==> config.mk <==
export PLATFORM = sky130hd
export DESIGN_NAME = fetch_unit
export DESIGN_NICKNAME = d
export VERILOG_FILES = /design/src/rtl/cpu_pkg.sv /design/src/rtl/fetch_queue.sv /design/src/rtl/fetch_unit.sv
export SDC_FILE = /design/constraint.sdc
export NUM_CORES = 1
export LEC_CHECK = 0
export BUFFER_PORTS_ARGS = -buffer_cell sky130_fd_sc_hd__buf_4
export CORE_ASPECT_RATIO = 1.75
export CORE_MARGIN = 3
export CORE_UTILIZATION = 51
export CTS_BUF_LIST = sky130_fd_sc_hd__clkbuf_16
export DETAILED_ROUTE_END_ITERATION = 12
export PLACE_DENSITY = 0.75
export SLEW_MARGIN = 20
export SYNTH_ARGS = -nofsm -noshare
export SYNTH_HDL_FRONTEND = slang
export SYNTH_SLANG_ARGS = --single-unit
export TNS_END_PERCENT = 30
==> constraint.sdc <==
create_clock -name clk -period 2.1 [get_ports clk]
set_input_delay 0 -clock clk [delete_from_list [all_inputs] [get_ports clk]]
set_output_delay 0 -clock clk [all_outputs]
set_load 0.05 [all_outputs]
==> src/rtl/cpu_pkg.sv <==
// Shared types for the CPU front end: instruction width, opcodes, fetch queue entry, fetch FSM.
package cpu_pkg;

  localparam int INSTR_W = 16;

  typedef logic [3:0] opcode_t;

  localparam opcode_t HLT_OP = 4'hF;

  typedef struct packed {
    logic [INSTR_W-1:0] instr;
    logic [7:0]         pc;
  } fetch_entry_t;

  typedef enum logic [1:0] {
    RUN,
    STOP,
    HALTED
  } fetch_state_t;

endpackage

==> src/rtl/fetch_queue.sv <==
// Instruction queue: DEPTH-entry FIFO with flush; head is a combinational read, push/pop take effect at the edge.
// No internal backpressure: the writer must not push when full unless it pops in the same cycle.
module fetch_queue
  import cpu_pkg::*;
#(
  parameter int  DEPTH   = 4,
  parameter type entry_t = fetch_entry_t
) (
  input  logic                     clk,
  input  logic                     rst_n,
  input  logic                     flush,
  input  logic                     push,
  input  entry_t                   push_dat,
  input  logic                     pop,
  output entry_t                   head,
  output logic [$clog2(DEPTH):0]   count,
  output logic                     full,
  output logic                     empty
);

  localparam int AW = $clog2(DEPTH);

  entry_t        mem [DEPTH];
  logic [AW-1:0] wr_ptr;
  logic [AW-1:0] rd_ptr;

  // DEPTH is a power of two, so the pointers wrap by natural overflow.
  always_ff @(posedge clk) begin
    if (!rst_n) begin
      wr_ptr <= '0;
      rd_ptr <= '0;
      count  <= '0;
    end else if (flush) begin
      wr_ptr <= '0;
      rd_ptr <= '0;
      count  <= '0;
    end else begin
      if (push) wr_ptr <= wr_ptr + AW'(1);
      if (pop)  rd_ptr <= rd_ptr + AW'(1);
      count <= count + {{AW{1'b0}}, push} - {{AW{1'b0}}, pop};
      assert (!(push && full && !pop));
      assert (!(pop && empty));
    end
  end

  always_ff @(posedge clk) begin
    if (push && !flush) mem[wr_ptr] <= push_dat;
  end

  assign head  = mem[rd_ptr];
  assign full  = (count == (AW+1)'(DEPTH));
  assign empty = (count == '0);

endmodule

==> src/rtl/fetch_unit.sv <==
// Fetch stage: owns fetch PC, one imem read per cycle, queues {instr, pc} for dispatch; request-to-out_valid is 2 cycles.
// Stalls requests when queue plus in-flight would overflow; FETCH_BYPASS_EN lets a response reach out_* in its arrival cycle.
module fetch_unit
  import cpu_pkg::*;
#(
  parameter int         DEPTH    = 4,
  parameter int         INSTR_W  = cpu_pkg::INSTR_W,
  parameter logic [7:0] RESET_PC = 8'h00
) (
  input  logic               clk,
  input  logic               rst_n,
  output logic               imem_req,
  output logic [7:0]         imem_addr,
  input  logic [INSTR_W-1:0] imem_rdata,
  output logic               out_valid,
  input  logic               out_ready,
  output logic [INSTR_W-1:0] out_instr,
  output logic [7:0]         out_pc,
  input  logic               redirect_valid,
  input  logic [7:0]         redirect_pc,
  output logic               hlt,
  output logic [7:0]         pc
);

  typedef struct packed {
    logic [INSTR_W-1:0] instr;
    logic [7:0]         pc;
  } entry_t;

  localparam int CW = $clog2(DEPTH) + 1;

  fetch_state_t  state;
  logic [7:0]    fetch_pc;
  logic [7:0]    inflight_pc;
  logic          inflight;
  logic          started;
  logic          hlt_q;

  logic [CW-1:0] q_count;
  logic [CW:0]   occ;
  logic          q_full;
  logic          q_empty;
  logic          q_push;
  logic          q_pop;
  entry_t        q_head;
  entry_t        resp;
  entry_t        sel;
  logic          sel_vld;

  logic          redirect_act;
  logic          resp_hlt;
  logic          head_hlt;
  logic          issue;
  logic          pop;

  assign redirect_act = redirect_valid && (state != HALTED);
  assign resp         = '{instr: imem_rdata, pc: inflight_pc};
  assign resp_hlt     = inflight && (imem_rdata[INSTR_W-1 -: 4] == HLT_OP);
  assign occ          = {1'b0, q_count} + {{CW{1'b0}}, inflight};

  // A HLT arriving this cycle blocks the request that would otherwise follow it.
  assign issue = started && (state == RUN) && !redirect_act && !resp_hlt &&
                 !q_full && (occ < (CW+1)'(DEPTH));

`ifdef FETCH_BYPASS_EN
  assign sel_vld = q_empty ? inflight : 1'b1;
  assign sel     = q_empty ? resp : q_head;
  assign q_push  = inflight && !redirect_act && !(pop && q_empty);
`else
  assign sel_vld = !q_empty;
  assign sel     = q_head;
  assign q_push  = inflight && !redirect_act;
`endif

  assign out_valid = sel_vld && !redirect_act;
  assign pop       = out_valid && out_ready;
  assign q_pop     = pop && !q_empty;
  assign head_hlt  = pop && (sel.instr[INSTR_W-1 -: 4] == HLT_OP);

  assign out_instr = out_valid ? sel.instr : '0;
  assign out_pc    = out_valid ? sel.pc : '0;
  assign imem_req  = issue;
  assign imem_addr = fetch_pc;
  assign pc        = fetch_pc;
  assign hlt       = hlt_q;

  always_ff @(posedge clk) begin
    if (!rst_n) begin
      state       <= RUN;
      fetch_pc    <= RESET_PC;
      inflight    <= 1'b0;
      inflight_pc <= '0;
      started     <= 1'b0;
      hlt_q       <= 1'b0;
    end else begin
      started  <= 1'b1;
      inflight <= issue;
      if (issue) inflight_pc <= fetch_pc;
      if (redirect_act) begin
        state    <= RUN;
        fetch_pc <= redirect_pc;
      end else begin
        if (head_hlt) begin
          state <= HALTED;
          hlt_q <= 1'b1;
        end else if (resp_hlt && (state == RUN)) begin
          state <= STOP;
        end
        // Park the PC on the HLT so a later redirect/restart sees where fetch stopped.
        if (resp_hlt)   fetch_pc <= inflight_pc;
        else if (issue) fetch_pc <= fetch_pc + 8'd1;
      end
    end
  end

  fetch_queue #(
    .DEPTH   (DEPTH),
    .entry_t (entry_t)
  ) u_queue (
    .clk      (clk),
    .rst_n    (rst_n),
    .flush    (redirect_act),
    .push     (q_push),
    .push_dat (resp),
    .pop      (q_pop),
    .head     (q_head),
    .count    (q_count),
    .full     (q_full),
    .empty    (q_empty)
  );

endmodule

Word level (Yosys, flattened, before mapping):

Memories as Yosys holds them, arrays and structs flattened. A register that Yosys moved wholly into a read port is not among the register bits.
Cells that the tools add are included.

* logic and storage cells: 61
* input port bits: 28
* bits in latches: 0
* output and inout port bits: 43
* memory bits (read-only): 0
* register bits: 28
* RAM bits: 96
* memories: 1

* shifts and indexed selects: 0
* $lt $le $gt $ge: 1
* reductions and logical operators: 25
* equality and inequality tests: 4
* add/sub/neg operators: 6
* multipliers: 0
* bitwise operators: 2
* muxes and demuxes: 12
* div/mod/pow operators: 0

Memories
* u_queue.mem: words 4, width 24, read ports 1, clocked after memory_dff 1, wr ports 1, RTL line fetch_queue.sv:23 `entry_t mem [DEPTH];`

Operators by type and width (number)
* $mux W8: 4
* $mux W16: 1
* $logic_and A1 B1 Y1: 14
* $add A8 B1 Y8 const B: 1
* $eq A4 B4 Y1 const B: 2
* $mux W2: 4
* $add A2 B1 Y2 const B: 2
* $add A3 B1 Y4: 1
* $logic_not A1 Y1: 4
* $lt A4 B3 Y1 const B: 1
* $add A3 B1 Y3: 1
* $eq A3 B3 Y1 const B: 1
* $logic_not A3 Y1: 1
* $mux W1: 3
* $reduce_bool A3 Y1: 1
* $reduce_or A3 Y1: 1
* $sub A3 B1 Y3: 1
* $logic_not A2 Y1: 1
* $ne A2 B2 Y1 const B: 1
* $not A1 Y1: 2
* $reduce_and A2 Y1: 1
* $reduce_bool A2 Y1: 1
* $reduce_or A2 Y1: 1

Longest topological paths before layout:

* depth after elaboration: 10
* gate-level depth with buffers: 10
* gate-level depth less buffers: 10

Modules after synthesis:

Synthesis repeated with hierarchy kept, for this count alone.

* cells, all modules: 342
* area total of the unflattened synthesis: 5350.1 µm²

By module, submodules not included
* fetch_queue: sequential area each 3062.9 µm², instances 1, cells an instance 173, area an instance 3961.3 µm²
* fetch_unit: sequential area each 420.4 µm², instances 1, cells an instance 169, area an instance 1388.8 µm²

Least setup slack after synthesis:

No wires, ideal clock.

* path type: reg-to-reg
* start point: register state[0]
* end point: memory u_queue.mem[0][0] (netlist name) (enable)
* setup time: 383 ps
* data required time: 1717 ps
* clock period less this slack: 2009 ps
* setup slack: 91 ps
* data arrival time: 1626 ps
* stages on the path, launching flop included: 5
* path buffers: 1
* cells stage by stage: dfxtp_1 nand2b_1 nand2_1 clkbuf_1 and3_1

* longest elaborated chain between the ends: 7

Ends and longest elaborated chain
* from (decl): RTL line fetch_unit.sv:32 `fetch_state_t state;`
* from (signal assigned): RTL line fetch_unit.sv:89 `state <= RUN;`
* from (signal assigned): RTL line fetch_unit.sv:100 `state <= RUN;`
* from (signal assigned): RTL line fetch_unit.sv:104 `state <= HALTED;`
* $ne A2 B2 Y1 *: RTL line fetch_unit.sv:56 `assign redirect_act = redirect_valid && (state != HALTED);`
* $logic_and A1 B1 Y1 *: RTL line fetch_unit.sv:56
* $logic_not A1 Y1 *: RTL line fetch_queue.sv:47, fetch_unit.sv:72
* $logic_and A1 B1 Y1: RTL line fetch_unit.sv:72 `assign q_push = inflight && !redirect_act;`
* $logic_and A1 B1 Y1 *: RTL line fetch_queue.sv:47 `if (push && !flush) mem[wr_ptr] <= push_dat;`
* $mux W1 *: RTL line fetch_queue.sv:47
* $mux W1 (implied by the code) *: RTL line fetch_queue.sv:47
* to (decl): RTL line fetch_queue.sv:23

Every way passes the cells marked *; elsewhere a longest branch is shown, timed or not.

==> flow_metrics.env <==
export IMPL_cp_start_kind="flop"
export IMPL_num_nets_final=469
export IMPL_clock_root_buffer="clkbuf_16"
export IMPL_sequential_share_of_power_pct=45.9
export IMPL_syn_mean_instance_area_um2=15.94
export IMPL_num_fill_cells=699
export IMPL_port_buffers=70
export IMPL_switching_power_mw=1.188
export IMPL_synth_seq_area_share_pct=66.63
export IMPL_wl_per_cell_um=17.27
export IMPL_critPathRequiredTime_ns=2.10
export IMPL_power_ir_vdd_worst_v=0.0007464
export IMPL_final_cells=571
export IMPL_routedLengthMet1_um=3756
export IMPL_synth_enable_flop_cells=96
export IMPL_postLayoutCellArea_um2=6736
export IMPL_switching_share_pct=19.81
export IMPL_cts_reportedPaths_clkPinSlew_ns=0.05
export IMPL_post_synth_inst_count=328
export IMPL_yosys_area_top_type="edfxtp_1"
export IMPL_route_top_layer_used="met4"
export IMPL_timing_hold_worst_path_depth=5
export IMPL_antenna_found_initial=0
export IMPL_route_met2_wl_um=5611
export IMPL_fp_dieW_um=82.53
export IMPL_combPwrFrac_pct=6.4
export IMPL_p_clk_share_pct=47.7
export IMPL_p_total_mw=5.997
export IMPL_placed_cell_area_um2=5867
export IMPL_rsz0062_at_grt="no"
export IMPL_die_h_um=139.9
export IMPL_drt_pre_antenna_iters=4
export IMPL_dieArea_um2=11550
export IMPL_netlist_area_um2=5228
export IMPL_path_depth=4
export IMPL_synth_seq_cells=126
export IMPL_dp_worst_setup_slack_ns=0.08647
export IMPL_layout_cells_most_common_list="edfxtp_1, buf_4, dfxtp_1"
export IMPL_detail_route_drc_violations=0
export IMPL_post_route_period_util_pct=95.02
export IMPL_grt_pass1_wl_um=15650
export IMPL_cell_type_of_the_slowest_stage_on_the_worst_timing_path="dfxtp_1"
export IMPL_final_layout_size_suffix_gt1_share_pct=32.36
export IMPL_met3_wirelength_um=360
export IMPL_area_delta_synth_final_pct=28.87
export IMPL_crit_fanout=15
export IMPL_dr_total_vias=3043
export IMPL_finalMaxSlewViolations=0
export IMPL_first_global_vias=3131
export IMPL_worstPathCellList="buf_12 > mux4_2 > and2_1 > buf_4"
export IMPL_synth_fp_nets=365
export IMPL_finalSetupViolations=0
export IMPL_grt_start_max_net_pins=27
export IMPL_route_detailed_vias_per_inst=5.329
export IMPL_row_count=48
export IMPL_place_detailed_instances=512
export IMPL_timing_worst_setup_path_type="flop to output port"
export IMPL_initial_core_util_pct=52.75
export IMPL_status="finished, final reports clean"
export IMPL_setup_reg_to_reg_worst_slack_ns=0.12
export IMPL_ant_nets=0
export IMPL_drtIter0Drc=160
export IMPL_end_kind="output port"
export IMPL_core_um2=9910
export IMPL_final_common_cell="edfxtp_1"
export IMPL_max_slew_margin_pct=61.91
export IMPL_cts_post_setup_buffers_inserted=0
export IMPL_finalCriticalPeriod_ns=1.995
export IMPL_cts_root_to_sink_buffers=2
export IMPL_post_synth_num_cell_types=41
export IMPL_final_setup_skew_ns=0.01050
export IMPL_yosysWarnings=0
export IMPL_tightest_slew_ns=0.5706
export IMPL_tightest_hold_check_type="primary input to flop"
export IMPL_setup_total_negative_slack_ns=0
export IMPL_power_internal_mw=4.809
export IMPL_report_final_hold_viol_count=0
export IMPL_worstPathBufferInverterCount=2
export IMPL_critPathArrivalTime_ns=2.00
export IMPL_globalplace_congestion=0.8110
export IMPL_cts_htree_levels=4
export IMPL_gr_usage_all_layers_pct=18.55
export IMPL_cap_violations=0
export IMPL_utilization_pct=67.98
export IMPL_max_stage_delay_ns=0.68
export IMPL_tritoncts_num_buffers=17
export IMPL_fmaxAchievable_mhz=501.1
export IMPL_insertion_delay_ns=0.40
export IMPL_drt_wl_total_um=9860
export IMPL_total_leakage_power_nw=2.543
export IMPL_synth_top_area_share_pct=55.15
export IMPL_whs_ns=0.06554
export IMPL_dp_hpwl_um=6154
export IMPL_power_density_nw_per_um2=890.2
export IMPL_overflow=0
export IMPL_tritoncts="done"
export IMPL_clock_sink_count=126
export IMPL_async_reset_ff_share_pct=0
export IMPL_timing_critical_path_max_delay_family="flip-flops"
export IMPL_synth_main_ff_cell="edfxtp_1"
export IMPL_r2r_cells=10
export IMPL_io_pins=71
export IMPL_final_setup_worst_slack_ns=0.1046
export IMPL_ys_top_cells_by_area="edfxtp_1, dfxtp_1, mux4_2, and2_1, ha_1"
[Yosys cell counts, types with 7 or more instances]
master,n
dfxtp_1,30
buf_4,10
ha_1,8
xor2_1,8
and3_1,7
nor2b_1,8
mux2i_1,9
inv_1,8
o21ai_0,9
edfxtp_1,96
mux4_2,24
and2_1,26
nand2_1,19
nor2_1,10
[flip-flops by register name, summed over array words and instances (netlist names), named ones only]
register	count
started	1
inflight_pc	8
u_queue.rd_ptr	2
inflight	1
u_queue.mem	96
state	2
u_queue.wr_ptr	2
hlt	1
u_queue.count	3
imem_addr	8
[cells by family (layout without fill, tap and decap cells)]
logic type                 count (synthesis)  in the layout  share of synthesized area, %
AOI/OAI and AO/OA                         31             31                         4.093
xor gates and xnor gates                  10             10                         1.676
adders and majority gates                  9              9                         2.298
buffers and inverters                     32            149                         3.758
DFF                                      126            126                         66.63
muxes                                     33             33                         12.06
other                                      0              1                             0
and+or+nand+nor                           87             87                         9.479
[path summary, 6_finish.rpt]
| path | from | end |
|---|---|---|
| setup / recovery | flop | out_pc[2] |
| hold / removal | redirect_valid | flop |
| setup reg to reg | u_queue.count[2] | u_queue.count[2] |
| hold reg to reg | hlt | hlt |
[metal layers]
metal | track usage [%] | vias up
li1 | - | 1439
met1 | 20.40 | 1517
met2 | 32.53 | 77
met3 | 5.405 | 10
met4 | 7.494 | 0
met5 | 0 | -
[area by class of cell]
type	instances	area (µm²)	area share (%)
clock buffer	17	425.4	6.315
tap	125	156.4	2.322
clock inverter	15	163.9	2.433
multi-input combinational	170	1563	23.20
sequential	126	3487	51.76
timing repair buffer	109	908.4	13.48
inverter	8	30.03	0.4458
antenna	1	2.502	0.03715
[worst min-delay path, stage by stage]
cell     delay (ns)
buf_4          0.11
a21oi_2        0.07
nand2_2        0.09
xor2_1         0.08
nor2_1         0.07
[power groups by stage]
stage	Combinational (mW)	Sequential, mW	Clock (mW)
after floorplan	0.194	2.84	0
after global placement	0.340	2.80	0
after detailed placement	0.347	2.80	0
after CTS	0.386	2.75	2.91
after global routing	0.412	2.75	3.02
final	0.385	2.75	2.86
[what timing repair did]
action                                  CTS  global route
pin swaps                                 0             1
hold buffers                             25             1
endpoints found under the setup margin    8             2
resized for setup                         1             3
hold endpoints to repair                 84             1
Note: power is estimated with default switching activity, not from simulation.
